`src/rtl/pipe_pkg.sv`:
```
// Shared definitions for the pipelined MIPS control path.
// Contents:
//   - opcode constants for the decoded instruction subset
//   - ALU-op, PC-select and forwarding-select encodings
//   - ctrl_t, the decoded control bundle produced in ID
package pipe_pkg;

  localparam logic [5:0] OP_LW    = 6'b100011;
  localparam logic [5:0] OP_SW    = 6'b101011;
  localparam logic [5:0] OP_BEQ   = 6'b000100;
  localparam logic [5:0] OP_RTYPE = 6'b000000;
  localparam logic [5:0] OP_J     = 6'b000010;
  localparam logic [5:0] OP_ADDI  = 6'b001000;

  localparam logic [1:0] ALUOP_ADD   = 2'b00;
  localparam logic [1:0] ALUOP_SUB   = 2'b01;
  localparam logic [1:0] ALUOP_FUNCT = 2'b10;
  localparam logic [1:0] ALUOP_ADDI  = 2'b11;

  localparam logic [1:0] PCSRC_SEQ    = 2'b00;
  localparam logic [1:0] PCSRC_BRANCH = 2'b01;
  localparam logic [1:0] PCSRC_JUMP   = 2'b10;

  localparam logic [1:0] FWD_REG = 2'b00;
  localparam logic [1:0] FWD_WB  = 2'b01;
  localparam logic [1:0] FWD_MEM = 2'b10;

  typedef struct packed {
    logic       alu_src;
    logic [1:0] alu_op;
    logic       mem_read;
    logic       mem_write;
    logic       branch;
    logic       jump;
    logic       reg_write;
    logic       mem_to_reg;
  } ctrl_t;

endpackage

```
`src/rtl/pipe_ctrl_main_dec.sv`:
```
// Main decoder: combinational opcode -> control bundle for the ID stage.
// Ports:
//   opcode   in   OPCODE_W  instruction opcode field
//   ctrl     out  ctrl_t    decoded control flags (all zero for unknown opcodes)
//   usesRs   out  1         instruction reads rs
//   usesRt   out  1         instruction reads rt
//   destIsRd out  1         destination is rd (otherwise rt)
module main_dec
  import pipe_pkg::*;
#(
  parameter int OPCODE_W = 6
) (
  input  logic [OPCODE_W-1:0] opcode,
  output ctrl_t               ctrl,
  output logic                usesRs,
  output logic                usesRt,
  output logic                destIsRd
);

  always_comb begin
    // NOTE: every output gets a default before the case so no path leaves
    // a signal unassigned, which would otherwise infer a latch.
    ctrl     = '0;
    usesRs   = 1'b0;
    usesRt   = 1'b0;
    destIsRd = 1'b0;
    case (opcode)
      OP_LW: begin
        ctrl.alu_src    = 1'b1;
        ctrl.alu_op     = ALUOP_ADD;
        ctrl.mem_read   = 1'b1;
        ctrl.reg_write  = 1'b1;
        ctrl.mem_to_reg = 1'b1;
        usesRs          = 1'b1;
      end
      OP_SW: begin
        ctrl.alu_src   = 1'b1;
        ctrl.alu_op    = ALUOP_ADD;
        ctrl.mem_write = 1'b1;
        usesRs         = 1'b1;
        usesRt         = 1'b1;
      end
      OP_BEQ: begin
        ctrl.branch = 1'b1;
        ctrl.alu_op = ALUOP_SUB;
        usesRs      = 1'b1;
        usesRt      = 1'b1;
      end
      OP_RTYPE: begin
        ctrl.reg_write = 1'b1;
        ctrl.alu_op    = ALUOP_FUNCT;
        usesRs         = 1'b1;
        usesRt         = 1'b1;
        destIsRd       = 1'b1;
      end
      OP_J: begin
        ctrl.jump = 1'b1;
      end
      OP_ADDI: begin
        ctrl.alu_src   = 1'b1;
        ctrl.alu_op    = ALUOP_ADDI;
        ctrl.reg_write = 1'b1;
        usesRs         = 1'b1;
      end
      default: ;
    endcase
  end

endmodule

```
`src/rtl/pipe_ctrl.sv`:
```
// Pipelined control for the 5-stage MIPS core: ID decode, ID/EX, EX/MEM and
// MEM/WB control registers, hazard stalls, branch/jump flushes, PC select
// and EX-stage forwarding selects.
// Ports:
//   clk, reset                     rising-edge clock, synchronous active-high reset
//   id_opcode/id_rs/id_rt/id_rd    instruction fields held in IF/ID
//   mem_zero                       ALU zero flag from EX/MEM
//   pc_write, if_id_write          PC / IF/ID load enables
//   if_id_flush                    clear IF/ID to a NOP
//   pc_src                         00 PC+4, 01 branch target, 10 jump target
//   ex_alu_src, ex_alu_op          EX-stage ALU controls
//   mem_read, mem_write            MEM-stage data-memory controls
//   wb_reg_write, wb_mem_to_reg    WB-stage controls
//   wb_dest                        WB register index
//   fwd_a, fwd_b                   EX operand selects: 00 regfile, 01 WB, 10 MEM
module pipe_ctrl
  import pipe_pkg::*;
#(
  parameter int REG_ADDR_W = 5,
  parameter int OPCODE_W   = 6,
  parameter int FWD_EN     = 1
) (
  input  logic                  clk,
  input  logic                  reset,
  input  logic [OPCODE_W-1:0]   id_opcode,
  input  logic [REG_ADDR_W-1:0] id_rs,
  input  logic [REG_ADDR_W-1:0] id_rt,
  input  logic [REG_ADDR_W-1:0] id_rd,
  input  logic                  mem_zero,
  output logic                  pc_write,
  output logic                  if_id_write,
  output logic                  if_id_flush,
  output logic [1:0]            pc_src,
  output logic                  ex_alu_src,
  output logic [1:0]            ex_alu_op,
  output logic                  mem_read,
  output logic                  mem_write,
  output logic                  wb_reg_write,
  output logic                  wb_mem_to_reg,
  output logic [REG_ADDR_W-1:0] wb_dest,
  output logic [1:0]            fwd_a,
  output logic [1:0]            fwd_b
);

  typedef logic [REG_ADDR_W-1:0] regIdx_t;

  // Dest is zero for non-writing instructions, so a nonzero dest alone
  // identifies a pending register write in every stage.
  typedef struct packed {
    logic       aluSrc;
    logic [1:0] aluOp;
    logic       memRead;
    logic       memWrite;
    logic       branch;
    logic       regWrite;
    logic       memToReg;
    regIdx_t    rs;
    regIdx_t    rt;
    regIdx_t    dest;
  } idEx_t;

  typedef struct packed {
    logic    memRead;
    logic    memWrite;
    logic    branch;
    logic    regWrite;
    logic    memToReg;
    regIdx_t dest;
  } exMem_t;

  typedef struct packed {
    logic    regWrite;
    logic    memToReg;
    regIdx_t dest;
  } memWb_t;

  ctrl_t  idCtrl;
  logic   idUsesRs, idUsesRt, idDestIsRd;
  idEx_t  idEx, idExNext;
  exMem_t exMem, exMemNext;
  memWb_t memWb, memWbNext;
  logic   loadUse, rawHazard, stall, branchTaken;

  main_dec #(.OPCODE_W(OPCODE_W)) uDec (
    .opcode   (id_opcode),
    .ctrl     (idCtrl),
    .usesRs   (idUsesRs),
    .usesRt   (idUsesRt),
    .destIsRd (idDestIsRd)
  );

  // True when a stage writing `dest` feeds a source the ID instruction reads.
  function automatic logic readsReg(input regIdx_t dest, input regIdx_t rs,
                                    input regIdx_t rt, input logic usesRs,
                                    input logic usesRt);
    return (dest != '0) && ((usesRs && rs == dest) || (usesRt && rt == dest));
  endfunction

  function automatic logic [1:0] fwdSel(input regIdx_t src, input exMem_t m,
                                        input memWb_t w);
    if (m.regWrite && m.dest != '0 && m.dest == src) return FWD_MEM;
    if (w.regWrite && w.dest != '0 && w.dest == src) return FWD_WB;
    return FWD_REG;
  endfunction

  assign loadUse = idEx.memRead &&
                   readsReg(idEx.dest, id_rs, id_rt, idUsesRs, idUsesRt);
  // WB needs no check: the register file writes before it reads.
  assign rawHazard = readsReg(idEx.dest, id_rs, id_rt, idUsesRs, idUsesRt) ||
                     readsReg(exMem.dest, id_rs, id_rt, idUsesRs, idUsesRt);
  assign stall       = loadUse || ((FWD_EN == 0) && rawHazard);
  assign branchTaken = exMem.branch && mem_zero;

  // PC / IF-ID control. A taken branch outranks a stall or a jump in ID.
  always_comb begin
    pc_write    = 1'b0;
    if_id_write = 1'b0;
    if_id_flush = 1'b0;
    pc_src      = PCSRC_SEQ;
    if (!reset) begin
      if (branchTaken) begin
        pc_write    = 1'b1;
        if_id_write = 1'b1;
        if_id_flush = 1'b1;
        pc_src      = PCSRC_BRANCH;
      end else if (!stall) begin
        pc_write    = 1'b1;
        if_id_write = 1'b1;
        if (idCtrl.jump) begin
          if_id_flush = 1'b1;
          pc_src      = PCSRC_JUMP;
        end
      end
    end
  end

  // Next stage contents. Stalled, flushed and jump instructions enter EX as bubbles.
  always_comb begin
    idExNext = '0;
    if (!(stall || branchTaken || idCtrl.jump)) begin
      idExNext.aluSrc   = idCtrl.alu_src;
      idExNext.aluOp    = idCtrl.alu_op;
      idExNext.memRead  = idCtrl.mem_read;
      idExNext.memWrite = idCtrl.mem_write;
      idExNext.branch   = idCtrl.branch;
      idExNext.regWrite = idCtrl.reg_write;
      idExNext.memToReg = idCtrl.mem_to_reg;
      idExNext.rs       = id_rs;
      idExNext.rt       = id_rt;
      idExNext.dest     = idCtrl.reg_write ? (idDestIsRd ? id_rd : id_rt) : '0;
    end

    exMemNext = '0;
    if (!branchTaken) begin
      exMemNext.memRead  = idEx.memRead;
      exMemNext.memWrite = idEx.memWrite;
      exMemNext.branch   = idEx.branch;
      exMemNext.regWrite = idEx.regWrite;
      exMemNext.memToReg = idEx.memToReg;
      exMemNext.dest     = idEx.dest;
    end

    memWbNext.regWrite = exMem.regWrite;
    memWbNext.memToReg = exMem.memToReg;
    memWbNext.dest     = exMem.dest;
  end

  // NOTE: state registers use non-blocking assignments so every stage samples
  // its predecessor's pre-edge value; reset clears them all to a bubble
  // because the hazard logic trusts stage contents from the first cycle.
  always_ff @(posedge clk) begin
    if (reset) begin
      idEx  <= '0;
      exMem <= '0;
      memWb <= '0;
    end else begin
      idEx  <= idExNext;
      exMem <= exMemNext;
      memWb <= memWbNext;
    end
  end

  always_comb begin
    fwd_a = FWD_REG;
    fwd_b = FWD_REG;
    if ((FWD_EN != 0) && !reset) begin
      fwd_a = fwdSel(idEx.rs, exMem, memWb);
      fwd_b = fwdSel(idEx.rt, exMem, memWb);
    end
  end

  assign ex_alu_src    = idEx.aluSrc;
  assign ex_alu_op     = idEx.aluOp;
  assign mem_read      = exMem.memRead;
  assign mem_write     = exMem.memWrite;
  assign wb_reg_write  = memWb.regWrite;
  assign wb_mem_to_reg = memWb.memToReg;
  assign wb_dest       = memWb.dest;

endmodule

```
`config.mk`:
```
export PLATFORM = sky130hd
export DESIGN_NAME = pipe_ctrl
export DESIGN_NICKNAME = d
export VERILOG_FILES = /design/src/rtl/pipe_pkg.sv /design/src/rtl/pipe_ctrl_main_dec.sv /design/src/rtl/pipe_ctrl.sv
export SDC_FILE = /design/constraint.sdc
export NUM_CORES = 1
export LEC_CHECK = 0
export ABC_AREA = 1
export BUFFER_PORTS_ARGS = -buffer_cell sky130_fd_sc_hd__buf_4
export CAP_MARGIN = 20
export CORE_MARGIN = 3
export CORE_UTILIZATION = 42
export DETAILED_ROUTE_END_ITERATION = 10
export SLEW_MARGIN = 30
export SYNTH_ARGS = -nofsm -noshare
export SYNTH_HDL_FRONTEND = slang
export SYNTH_HIERARCHICAL = 1
export SYNTH_SLANG_ARGS = --single-unit
```
`constraint.sdc`:
```
create_clock -name clk -period 1.5 [get_ports clk]
set_clock_uncertainty 0.05 [all_clocks]
set_input_delay 0.075 -clock clk [delete_from_list [all_inputs] [get_ports clk]]
set_output_delay 0.075 -clock clk [all_outputs]
set_load 0.05 [all_outputs]
```
==> metrics <==
Final nets 377; clock sinks 40; commonest non-fill, non-tap cell in the layout buf_4; fin util 0.688; outcome finished, violations left; drt initial violations 46; violated checks negative setup slack; period utilisation layout 1.08; Final setup viols 13; Leak 1.40 nW; R2R depth 11; Biggest register idEx; Avg Inst Size Synth 6.82 sq um; PnR worst setup slack -0.120 ns; total routed wirelength 4880 um; Ant. Diodes 0; CP Max Fanout 5; initial antenna violation count 0; data arrival time of the worst path 1.49 ns; Hold Crit Class input port to flop; Non-Filler Instances 403; first-pass GRT wire length 7380 um; fin crit period 1.62 ns; worst slew pin tran 0.459 ns; first-pass iteration count of the detailed router 4; post-synth cell types 24; pwr dens 841 mW/mm^2; placed insts 375; H-tree depth 2; Yosys reg bits 40; Synth area leader dfxtp_1; DRC 0; worst skew pair latency 0.29 ns; Initial Util 0.458; Die W 73.7 um; io pins 45; Final Max Tran Viols 0; Worst EP required 1.37 ns; share of layout cells above drive strength 1 0.411; Largest register FFs 20; Post-DRT Antenna Nets 0; number of global-route vias before repair 1671; RSZ-0062 raised after global routing yes; GRT Max-Usage Layer met2; Startpoint Class flop; met1 usage 0.216; Root Buffer Master clkbuf_8; Via density 4.58; area of the mapped netlist 0.00192 sq mm; cells taking the most area after synthesis dfxtp_1 42%, nor2_1 12%, nand2_1 10%; post-place instance area 0.00234 sq mm; Die ar. 0.00543 sq mm; critical path type flop to output pin; GP Congestion 0.892; Hold Crit Depth 2; commonest cells after routing, fill and taps aside 50 x buf_4, 49 x nor2_1, 48 x inv_1, 43 x nand2_1, 23 x nor2_2; port buffer count 44; total number of vias 1845; Max VDD drop 441 uV; CTS tree done; Yosys top cell area share 0.416; clock slew at reported path FFs 0.07 ns; synth warn 6; GRT overflow 0; Routed WL per cell 12.1 um; sequential share of the synthesized area 0.416; FMAX 617 MHz; Layout area overhead 50.1%; largest net degree at the start of global routing 18; FP Rows 23; cell area after layout 0.00289 sq mm; CTS max path bufs 2; Num CTS Buffers 5; final hold vios 0; slew margin rel. 0.692; post-synth net total 306; GR Util met3 0.0438; GRT Util Overall 0.179; type of element capturing the critical path output pin; met2 usage 0.297; Mapped Cells 282; Die Y 73.7 um; hold slack 0.00349 ns; max-cap violation count 0; HPWL after DPL 3440 um; core area 0.00420 sq mm
==> metal layers <==
layer | wire length, um | vias up
met5 | 0 | -
met4 | 113 | 0
met3 | 220 | 13
met2 | 2400 | 45
met1 | 2140 | 813
li1 | - | 974
==> logic make-up after synthesis <==
family / Yosys count / share of synthesized area
flops: 40 / 0.416
compound gates: 15 / 0.0416
simple gates: 151 / 0.347
buf+inv: 64 / 0.141
xor+xnor: 12 / 0.0546
==> final cells by class <==
class / count / area, sq um
clock buffers: 5 / 68.8
clock inverters: 2 / 60.1
fillers: 380 / 1310
inverters: 56 / 213
multi-input cells: 178 / 995
flip-flops and latches: 40 / 838
well taps: 50 / 62.6
repair buffers: 72 / 652
==> power by group <==
part	switching (mW)	internal, mW
clock	0.368	0.655
combinational	0.160	0.156
sequential	0.0192	1.07
==> critical path, cell delays in order, from the launching register on <==
cell	delay (ns)
dfxtp_2	0.33
inv_2	0.08
nand4_1	0.11
o21ai_1	0.16
inv_1	0.10
nand3_2	0.07
nand2_2	0.06
nor2_2	0.12
buf_6	0.16
==> repair_timing <==
action	CTS	global route
setup buffers	1	8
pin swaps	10	21
hold buffers	11	0
gates cloned	0	1
setup endpoints to repair	8	25
gates resized for setup	32	31
hold endpoints to repair	11	0
==> synth_stat cells <==
master	instances
a21oi_1	8
buf_1	1
buf_12	1
buf_4	4
clkbuf_1	2
dfxtp_1	40
inv_1	51
inv_2	5
nand2_1	52
nand2_2	2
nand3_1	10
nand3_2	2
nand3_4	1
nand4_1	3
nor2_1	61
nor2_2	13
nor2_4	1
nor3_1	5
nor4_1	1
o211ai_1	2
o21ai_0	4
o21ai_1	1
xnor2_1	7
xor2_1	5
==> per-stage QoR <==
stage	power, mW	setup TNS (ns)	worst slack [ns]
final	2.43	-0.882	-0.120
after global routing	2.53	-3.63	-0.267
after CTS	2.41	-0.670	-0.116
after detailed placement	1.36	-0.0395	-0.0155
after global placement	1.36	-0.000878	-0.000681
after floorplan	1.27	-0.188	-0.167
==> worst paths after layout <==
path,from,slack [ns],end
setup / recovery,idEx[0],-0.12,if_id_flush
hold / removal,reset,0.003,wb_dest[3]
setup reg to reg,idEx[4],-0.03,idEx[12]
hold reg to reg,exMem[5],0.36,wb_mem_to_reg
No activity file was read; power rests on OpenSTA's default activity.
